$ cat config.mk
export PLATFORM = sky130hd
export DESIGN_NAME = led_sweep_ctrl
export DESIGN_NICKNAME = d
export VERILOG_FILES = /design/src/rtl/led_pkg.sv /design/src/rtl/led_tick_prescaler.sv /design/src/rtl/led_sweep_ctrl.sv
export SDC_FILE = /design/constraint.sdc
export NUM_CORES = 1
export LEC_CHECK = 0
export BUFFER_PORTS_ARGS = -buffer_cell sky130_fd_sc_hd__buf_2
export CAP_MARGIN = 40
export CORE_UTILIZATION = 62
export DETAILED_ROUTE_END_ITERATION = 16
export GPL_TIMING_DRIVEN = 0
export PLACE_DENSITY = 0.83
export SYNTH_ARGS = -nofsm -noshare
export SYNTH_HDL_FRONTEND = slang
export SYNTH_HIERARCHICAL = 1
export SYNTH_SLANG_ARGS = --single-unit
$ cat constraint.sdc
create_clock -name clk -period 5.35 [get_ports clk]
set_input_delay 1.07 -clock clk [delete_from_list [all_inputs] [get_ports clk]]
set_output_delay 1.07 -clock clk [all_outputs]
set_load 0.02 [all_outputs]
$ cat src/rtl/led_pkg.sv
// Shared definitions for the LED sweep sequencer: FSM state encoding and LED position width.
package led_pkg;

  localparam int LED_W = 5;

  typedef enum logic [1:0] {
    S_IDLE = 2'd0,
    S_UP   = 2'd1,
    S_DOWN = 2'd2,
    S_DONE = 2'd3
  } state_t;

endpackage

$ cat src/rtl/led_tick_prescaler.sv
// Step-rate prescaler: counts 0..div while enabled and flags the terminal count as tick.
module led_tick_prescaler #(
  parameter int DIV_W = 8
) (
  input  logic             clk,
  input  logic             rst,
  input  logic             clr,
  input  logic             en,
  input  logic [DIV_W-1:0] div,
  output logic             tick
);

  logic [DIV_W-1:0] count;

  // Tick coincides with the terminal count so div=0 steps on every enabled cycle.
  assign tick = en && (count == div);

  always_ff @(posedge clk or negedge rst) begin
    if (!rst) begin
      count <= '0;
    end else if (clr) begin
      count <= '0;
    end else if (en) begin
      count <= tick ? '0 : count + 1'b1;
    end
  end

endmodule

$ cat src/rtl/led_sweep_ctrl.sv
// LED position sweep sequencer: bounces pos between latched lo/hi bounds for a
// programmed number of round trips, one step per prescaler tick.
module led_sweep_ctrl
  import led_pkg::*;
#(
  parameter int DIV_W = 8,
  parameter int CYC_W = 4
) (
  input  logic             clk,
  input  logic             rst,
  input  logic             start,
  input  logic             stop,
  input  logic [LED_W-1:0] cfg_lo,
  input  logic [LED_W-1:0] cfg_hi,
  input  logic [CYC_W-1:0] cfg_cycles,
  input  logic [DIV_W-1:0] cfg_div,
  output logic [LED_W-1:0] pos,
  output logic             dir,
  output logic             busy,
  output logic             done,
  output logic             err,
  output logic [CYC_W-1:0] cycle_cnt
);

  state_t           state, state_nxt;
  logic [LED_W-1:0] pos_nxt;
  logic             dir_nxt;
  logic             busy_nxt;
  logic             done_nxt;
  logic             err_nxt;
  logic [CYC_W-1:0] cnt_nxt;
  logic [CYC_W-1:0] cnt_inc;

  logic [LED_W-1:0] lo_s, lo_nxt;
  logic [LED_W-1:0] hi_s, hi_nxt;
  logic [CYC_W-1:0] cycles_s, cycles_nxt;
  logic [DIV_W-1:0] div_s, div_nxt;

  logic             pre_clr;
  logic             pre_en;
  logic             tick;

  assign cnt_inc = cycle_cnt + 1'b1;
  assign pre_en  = (state == S_UP) || (state == S_DOWN);

  led_tick_prescaler #(
    .DIV_W (DIV_W)
  ) u_prescaler (
    .clk  (clk),
    .rst  (rst),
    .clr  (pre_clr),
    .en   (pre_en),
    .div  (div_s),
    .tick (tick)
  );

  always_ff @(posedge clk or negedge rst) begin
    if (!rst) begin
      state     <= S_IDLE;
      pos       <= '0;
      dir       <= 1'b1;
      busy      <= 1'b0;
      done      <= 1'b0;
      err       <= 1'b0;
      cycle_cnt <= '0;
      lo_s      <= '0;
      hi_s      <= '0;
      cycles_s  <= '0;
      div_s     <= '0;
    end else begin
      state     <= state_nxt;
      pos       <= pos_nxt;
      dir       <= dir_nxt;
      busy      <= busy_nxt;
      done      <= done_nxt;
      err       <= err_nxt;
      cycle_cnt <= cnt_nxt;
      lo_s      <= lo_nxt;
      hi_s      <= hi_nxt;
      cycles_s  <= cycles_nxt;
      div_s     <= div_nxt;
    end
  end

  always_comb begin
    state_nxt  = state;
    pos_nxt    = pos;
    dir_nxt    = dir;
    cnt_nxt    = cycle_cnt;
    err_nxt    = 1'b0;
    lo_nxt     = lo_s;
    hi_nxt     = hi_s;
    cycles_nxt = cycles_s;
    div_nxt    = div_s;
    pre_clr    = 1'b0;

    case (state)
      S_IDLE: begin
        // Stop outranks start; an inverted range is refused without touching pos.
        if (!stop && start) begin
          if (cfg_lo > cfg_hi) begin
            err_nxt = 1'b1;
          end else begin
            state_nxt  = S_UP;
            pos_nxt    = cfg_lo;
            dir_nxt    = 1'b1;
            cnt_nxt    = '0;
            lo_nxt     = cfg_lo;
            hi_nxt     = cfg_hi;
            cycles_nxt = cfg_cycles;
            div_nxt    = cfg_div;
            pre_clr    = 1'b1;
          end
        end
      end
      S_UP: begin
        if (stop) begin
          state_nxt = S_IDLE;
        end else if (tick) begin
          if (pos < hi_s) begin
            pos_nxt = pos + 1'b1;
          end else begin
            state_nxt = S_DOWN;
            dir_nxt   = 1'b0;
          end
        end
      end
      S_DOWN: begin
        if (stop) begin
          state_nxt = S_IDLE;
        end else if (tick) begin
          if (pos > lo_s) begin
            pos_nxt = pos - 1'b1;
          end else begin
            // Dwell at the low bound closes one round trip.
            cnt_nxt = cnt_inc;
            if ((cycles_s != '0) && (cnt_inc == cycles_s)) begin
              state_nxt = S_DONE;
            end else begin
              state_nxt = S_UP;
              dir_nxt   = 1'b1;
            end
          end
        end
      end
      S_DONE: begin
        state_nxt = S_IDLE;
      end
      default: begin
        state_nxt = S_IDLE;
      end
    endcase

    busy_nxt = (state_nxt == S_UP) || (state_nxt == S_DOWN);
    done_nxt = (state_nxt == S_DONE);
  end

endmodule

== After elaboration in Yosys (flattened, before gate mapping) ==
Cells that the tools add are included.

* Add/subtract/negate cells: 4
* Order comparisons: 3
* Reduce and logical (&&, ||, !) cells: 15
* Eq/ne operators: 19
* Bitwise operators: 1
* Mux-type cells: 44

{| class="wikitable"
|+ Operators with widths
! operator !! number
|-
| 5-bit 2-to-1 mux || 8
|-
| 8-bit 2-to-1 mux || 3
|-
| 4-bit 2-to-1 mux || 5
|-
| 2-bit 2-to-1 mux || 9
|-
| 1-bit 2-to-1 mux || 15
|-
| 5-bit one-hot mux with 3 select lines || 1
|-
| 2-bit inequality test, second input constant || 7
|-
| 5-bit > comparator || 2
|-
| 10-bit AND reduction || 1
|-
| 9-bit AND reduction || 1
|-
| 8-bit by 1-bit adder with 8-bit output, second input constant || 1
|-
| 2-bit equality test, second input constant || 4
|-
| 8-bit equality test || 1
|-
| 2-bit by 1-bit inequality test with 1-bit output, second input constant || 4
|-
| 2-bit one-hot mux with 4 select lines || 1
|-
| 4-bit one-hot mux with 2 select lines || 1
|-
| 6-bit AND reduction || 1
|-
| 5-bit by 1-bit adder with 5-bit output, second input constant || 1
|-
| 5-bit less-than comparator || 1
|-
| 5-bit by 1-bit subtractor with 5-bit output, second input constant || 1
|-
| 4-bit by 1-bit adder with 4-bit output, second input constant || 1
|-
| 2-bit by 1-bit equality test with 1-bit output, second input constant || 2
|-
| 4-bit equality test || 1
|-
| 2-bit nonzero test || 2
|-
| 9 further kinds || 12
|}

* Bits of input ports: 26
* Output and inout bits: 13
* Logic and storage cells: 98
* Flip-flop bits (word level): 45

== Depth between registers and ports, before layout ==
* Depth in word-level cells: 10
* Depth in mapped cells: 13
* Gate-level depth less buffers: 12

== Modules after synthesis ==
The synthesis kept the hierarchy.

{| class="wikitable"
|+ By module, submodules not included
! module !! sequential area each (sq um) !! cells an instance !! area an instance (sq um) !! times used
|-
| led_sweep_ctrl || 927.1 || 223 || 2409.8 || 1
|-
| led_tick_prescaler || 200.2 || 52 || 533.0 || 1
|}

== Worst setup path before layout ==
Ideal clock, no wire load.

* Path type: input to register
* From: input cfg_hi[1]
* To: register u_prescaler.count[2]
* Arrival time: 2921 ps
* Setup slack: 2295 ps
* Data required time: 5215 ps
* Stages: 13
* Path buffers: 2
* Library setup time: 135 ps
* Cells stage by stage: inv_1 > ha_1 > nand2b_1 > a211oi_2 > o22a_1 > nor2_2 > nand2_2 > buf_4 > inv_1 > buf_2 > o21ai_0 > xor2_1 > nor3_1

* Longest elaborated chain between the ends: 5
* Elaborated cells between the ends (all ways): 6
* Those cells by class: order compare: 1; mux: 4; reduce/logical: 1

{| class="wikitable"
|+ RTL lines
! element !! RTL line !! source
|-
| start, declared || led_sweep_ctrl.sv:14 || <nowiki>input logic [LED_W-1:0] cfg_hi,</nowiki>
|-
| 5-bit > comparator * || led_sweep_ctrl.sv:101 || <nowiki>if (cfg_lo > cfg_hi) begin</nowiki>
|-
| 1-bit 2-to-1 mux * || led_sweep_ctrl.sv:101 ||
|-
| 1-bit 2-to-1 mux * || led_sweep_ctrl.sv:100 || <nowiki>if (!stop && start) begin</nowiki>
|-
| 1-bit 2-to-1 mux * || led_sweep_ctrl.sv:97 || <nowiki>case (state)</nowiki>
|-
| net pre_clr || led_sweep_ctrl.sv:39 || <nowiki>logic pre_clr;</nowiki>
|-
| 8-bit 2-to-1 mux or 2-bit nonzero test (tied branches) || - ||
|-
| end signal, assigned || led_tick_prescaler.sv:24 || <nowiki>count <= tick ? '0 : count + 1'b1;</nowiki>
|-
| end, declared || led_tick_prescaler.sv:13 || <nowiki>logic [DIV_W-1:0] count;</nowiki>
|}

Mark *: on every way through the listed nets, which the timed path passes. The rest lies on a longest branch.
A chain may end at the register's enable or synchronous reset.

== Worst setup path after layout ==
* From: input cfg_lo[0]
* To: register u_prescaler.count[2]

* Longest elaborated chain between the ends: 5
* Elaborated cells between the ends (all ways): 6
* Those cells by class: order compare: 1; mux: 4; reduce/logical: 1

{| class="wikitable"
|+ RTL lines
! element !! RTL line !! source
|-
| start, declared || led_sweep_ctrl.sv:13 || <nowiki>input logic [LED_W-1:0] cfg_lo,</nowiki>
|-
| 5-bit > comparator * || led_sweep_ctrl.sv:101 ||
|-
| 1-bit 2-to-1 mux * || led_sweep_ctrl.sv:101 ||
|-
| 1-bit 2-to-1 mux * || led_sweep_ctrl.sv:100 ||
|-
| 1-bit 2-to-1 mux * || led_sweep_ctrl.sv:97 ||
|-
| net pre_clr || led_sweep_ctrl.sv:39 ||
|-
| 8-bit 2-to-1 mux or 2-bit nonzero test (tied branches) || - ||
|}

Marked as above.

==> metrics <==
status=completed; HP Class=flip-flop to flip-flop; sequential-to-total area share from yosys stat=a little under two fifths; Post-Syn Area=0.00294 sq mm; period utilization=58.3%; Final GP Congestion=0.830; Detail Route Antenna Nets=0; ys flop type=dfrtp_1; Period minus WS final=3.12 ns; drt pass-1 iters=6; drt total wl=roughly 5900 um; Worst-Margin Slew=0.541 ns; cell accounting for the most synthesized area=dfrtp_1; core area=0.00444 sq mm; DIE HEIGHT=70.9 um; Post-synth EDFFs=0; # nets final=373; largest cells by area after synthesis=dfrtp_1, ha_1, mux2_2; Max Cap Viol=0; hpwl dp=around 4500 um; count of final hold-check violations=0; peak supply drop=263 uV; CTS resizes=0; Worst EP required=5.53 ns; async set or reset register ratio after synthesis=100%; Initial DRC Count=110; cts bufs inserted=5; Yosys Warn Count=6; max_slew headroom=63.5%; fin util=74.9%; flop-to-flop setup slack=2.51 ns; area grow syn2layout=13.1%; final setup vio count=0; Worst Skew=around 0.009 ns; Synth cell types=63; pin count of the biggest net entering global routing=30; number of remaining DRC errors=0; die area=0.00503 sq mm; clk sinks=45; Setup CP Type=input port to flip-flop; Data arrival, critical path=approximately 3.3 ns; CP endpoint kind=flip-flop; first-pass GRT wire length=between 10000 and 15000 um; chip width=70.9 um; top-area cell type share of the netlist area=37.4%; DR vias=between 2000 and 2500; hold buffer count at CTS=0; RSZ-0062 raised after global routing=false; Clock Tree Root=clkbuf_8; vias in the first global route=2244; Syn Nets=327; # port buffers=38; postcts setup bufs=0; clock buffer depth=2; row cnt=24; Worst setup SP type=input port; cell area power density=491 mW/mm^2; io pins=39; fmax=321 MHz; CP Max Fanout=10; average size of a mapped cell=~11 sq um; Avg Vias per Cell=approximately 5.9; grt ovf=0; layout cells sized above 1=27.3%; drt wl/cell=15.8 um; placed cells=366; Initial Util=66.2%; flops & latches, synth=45; Leak=1.66 nW; max-slew violation count=0; Clk Latency, worst-skew pair=approximately 0.30 ns; antenna violations before repair=0; # H-tree levels=2; Worst-path clk slew=roughly 0.090 ns; TritonCTS clock tree=built; slack of the critical path=roughly 2.2 ns; setup tns final=0 ns; gr usage total=26.2%; ANT cells=0; worst slack at placement=1.93 ns; Finished Layout Cells=374; synthesized netlist cell count=275
## cell usage after synthesis, types with 3 or more instances
library cell,count
nor3_1,11
mux2_2,17
a221oi_1,3
inv_1,25
dfrtp_1,44
buf_4,3
a21oi_1,9
nand2_1,12
nor2_1,12
nand2b_1,7
a211o_1,4
a21o_1,4
o21ai_0,7
nand3_1,4
ha_1,25
xnor2_1,14
mux2i_1,11
xor2_1,7
## power breakdown
| group | leakage, nW | total [W] | internal [W] | switching [W] |
|---|---|---|---|---|
| clock | 0.0554 | 0.000258 | 0.000140 | 0.000118 |
| sequential | 0.556 | 0.000571 | 0.000468 | 0.000102 |
| combinational | 1.05 | 0.000806 | 0.000365 | 0.000441 |
## state kept, by name (all words and copies together), names as in the netlist
register           count
state                  2
u_prescaler/count      8
pos                    5
done                   1
div_s                  8
dir                    1
lo_s                   5
cycles_s               4
cycle_cnt              4
hi_s                   5
busy                   1
err                    1
## cell usage in the layout, fill, tap and decap left out, types with 3 or more instances in the layout
cell / count
nand3_1: 4
mux2_2: 17
dfrtp_1: 44
mux2i_1: 11
a211o_1: 4
a221oi_1: 3
nand2_1: 12
nand2b_1: 7
xor2_1: 7
clkbuf_1: 3
nor3_1: 11
a21o_1: 4
ha_1: 25
a21oi_1: 9
inv_1: 25
nor2_1: 12
xnor2_1: 14
o21ai_0: 7
buf_4: 3
clkbuf_8: 5
buf_2: 39
## kinds of logic (layout without fill, tap and decap cells)
kind of cell	count (synthesis)	after routing	share of synthesized area, %
muxes	28	28	10.2
DFF	45	45	38.3
adders and majority gates	26	26	11.3
and+or+nand+nor	69	69	14.5
xor gates and xnor gates	21	21	6.25
buffers and inverters	34	81	5.02
AOI/OAI and AO/OA	52	52	14.3
## per-layer routing
metal  GRT usage, %  routed length [um]
met5              0                   0
met4           8.00                  51
met3           4.13                 226
met2           45.8                2900
met1           33.6                2740
## area by class of cell
class                           count  area [sq um]
Inverter                           26          97.6
Fill cell                         320          1110
Buffer                              8          50.0
Timing Repair Buffer               39           210
Sequential cell                    45          1130
Tap cell                           52          65.1
Clock inverter                      2          38.8
Multi-Input combinational cell    196          1670
Clock buffer                        6          72.6
## critical path, stage by stage
cell,delay [ns]
buf_2,0.10
inv_1,0.05
ha_1,0.18
nand2b_1,0.15
a211oi_2,0.37
o22a_1,0.23
nor2_2,0.08
nand2_2,0.12
buf_4,0.24
inv_1,0.09
buf_2,0.19
o21ai_0,0.21
xor2_1,0.16
nor3_1,0.05
## final timing paths
check                      startpoint              endpoint  depth (start not counted)
max                         cfg_lo[0]  u_prescaler/count[2]                         14
max reg2reg                  state[0]                pos[4]                         11
max in group asynchronous         rst  u_prescaler/count[4]                          2
min                               dir                   dir                          1
min in group asynchronous         rst                pos[2]                          1
min reg2reg                       dir                   dir                          1
## per-stage QoR
| stage | power (W) | cell area [sq um] | hold WS [ns] |
|---|---|---|---|
| 4_1_cts | 0.00164 | 3330 | 0.515 |
| 2_1_floorplan | 0.00117 | 2940 | 0.471 |
| 3_5_place_dp | 0.00137 | 3220 | 0.499 |
| 3_3_place_gp | 0.00133 | 3200 | 0.489 |
| 6_report | 0.00163 | 3330 | 0.514 |
| 5_1_grt | 0.00176 | 3330 | 0.520 |
Note: power is estimated with default switching activity, not from simulation.
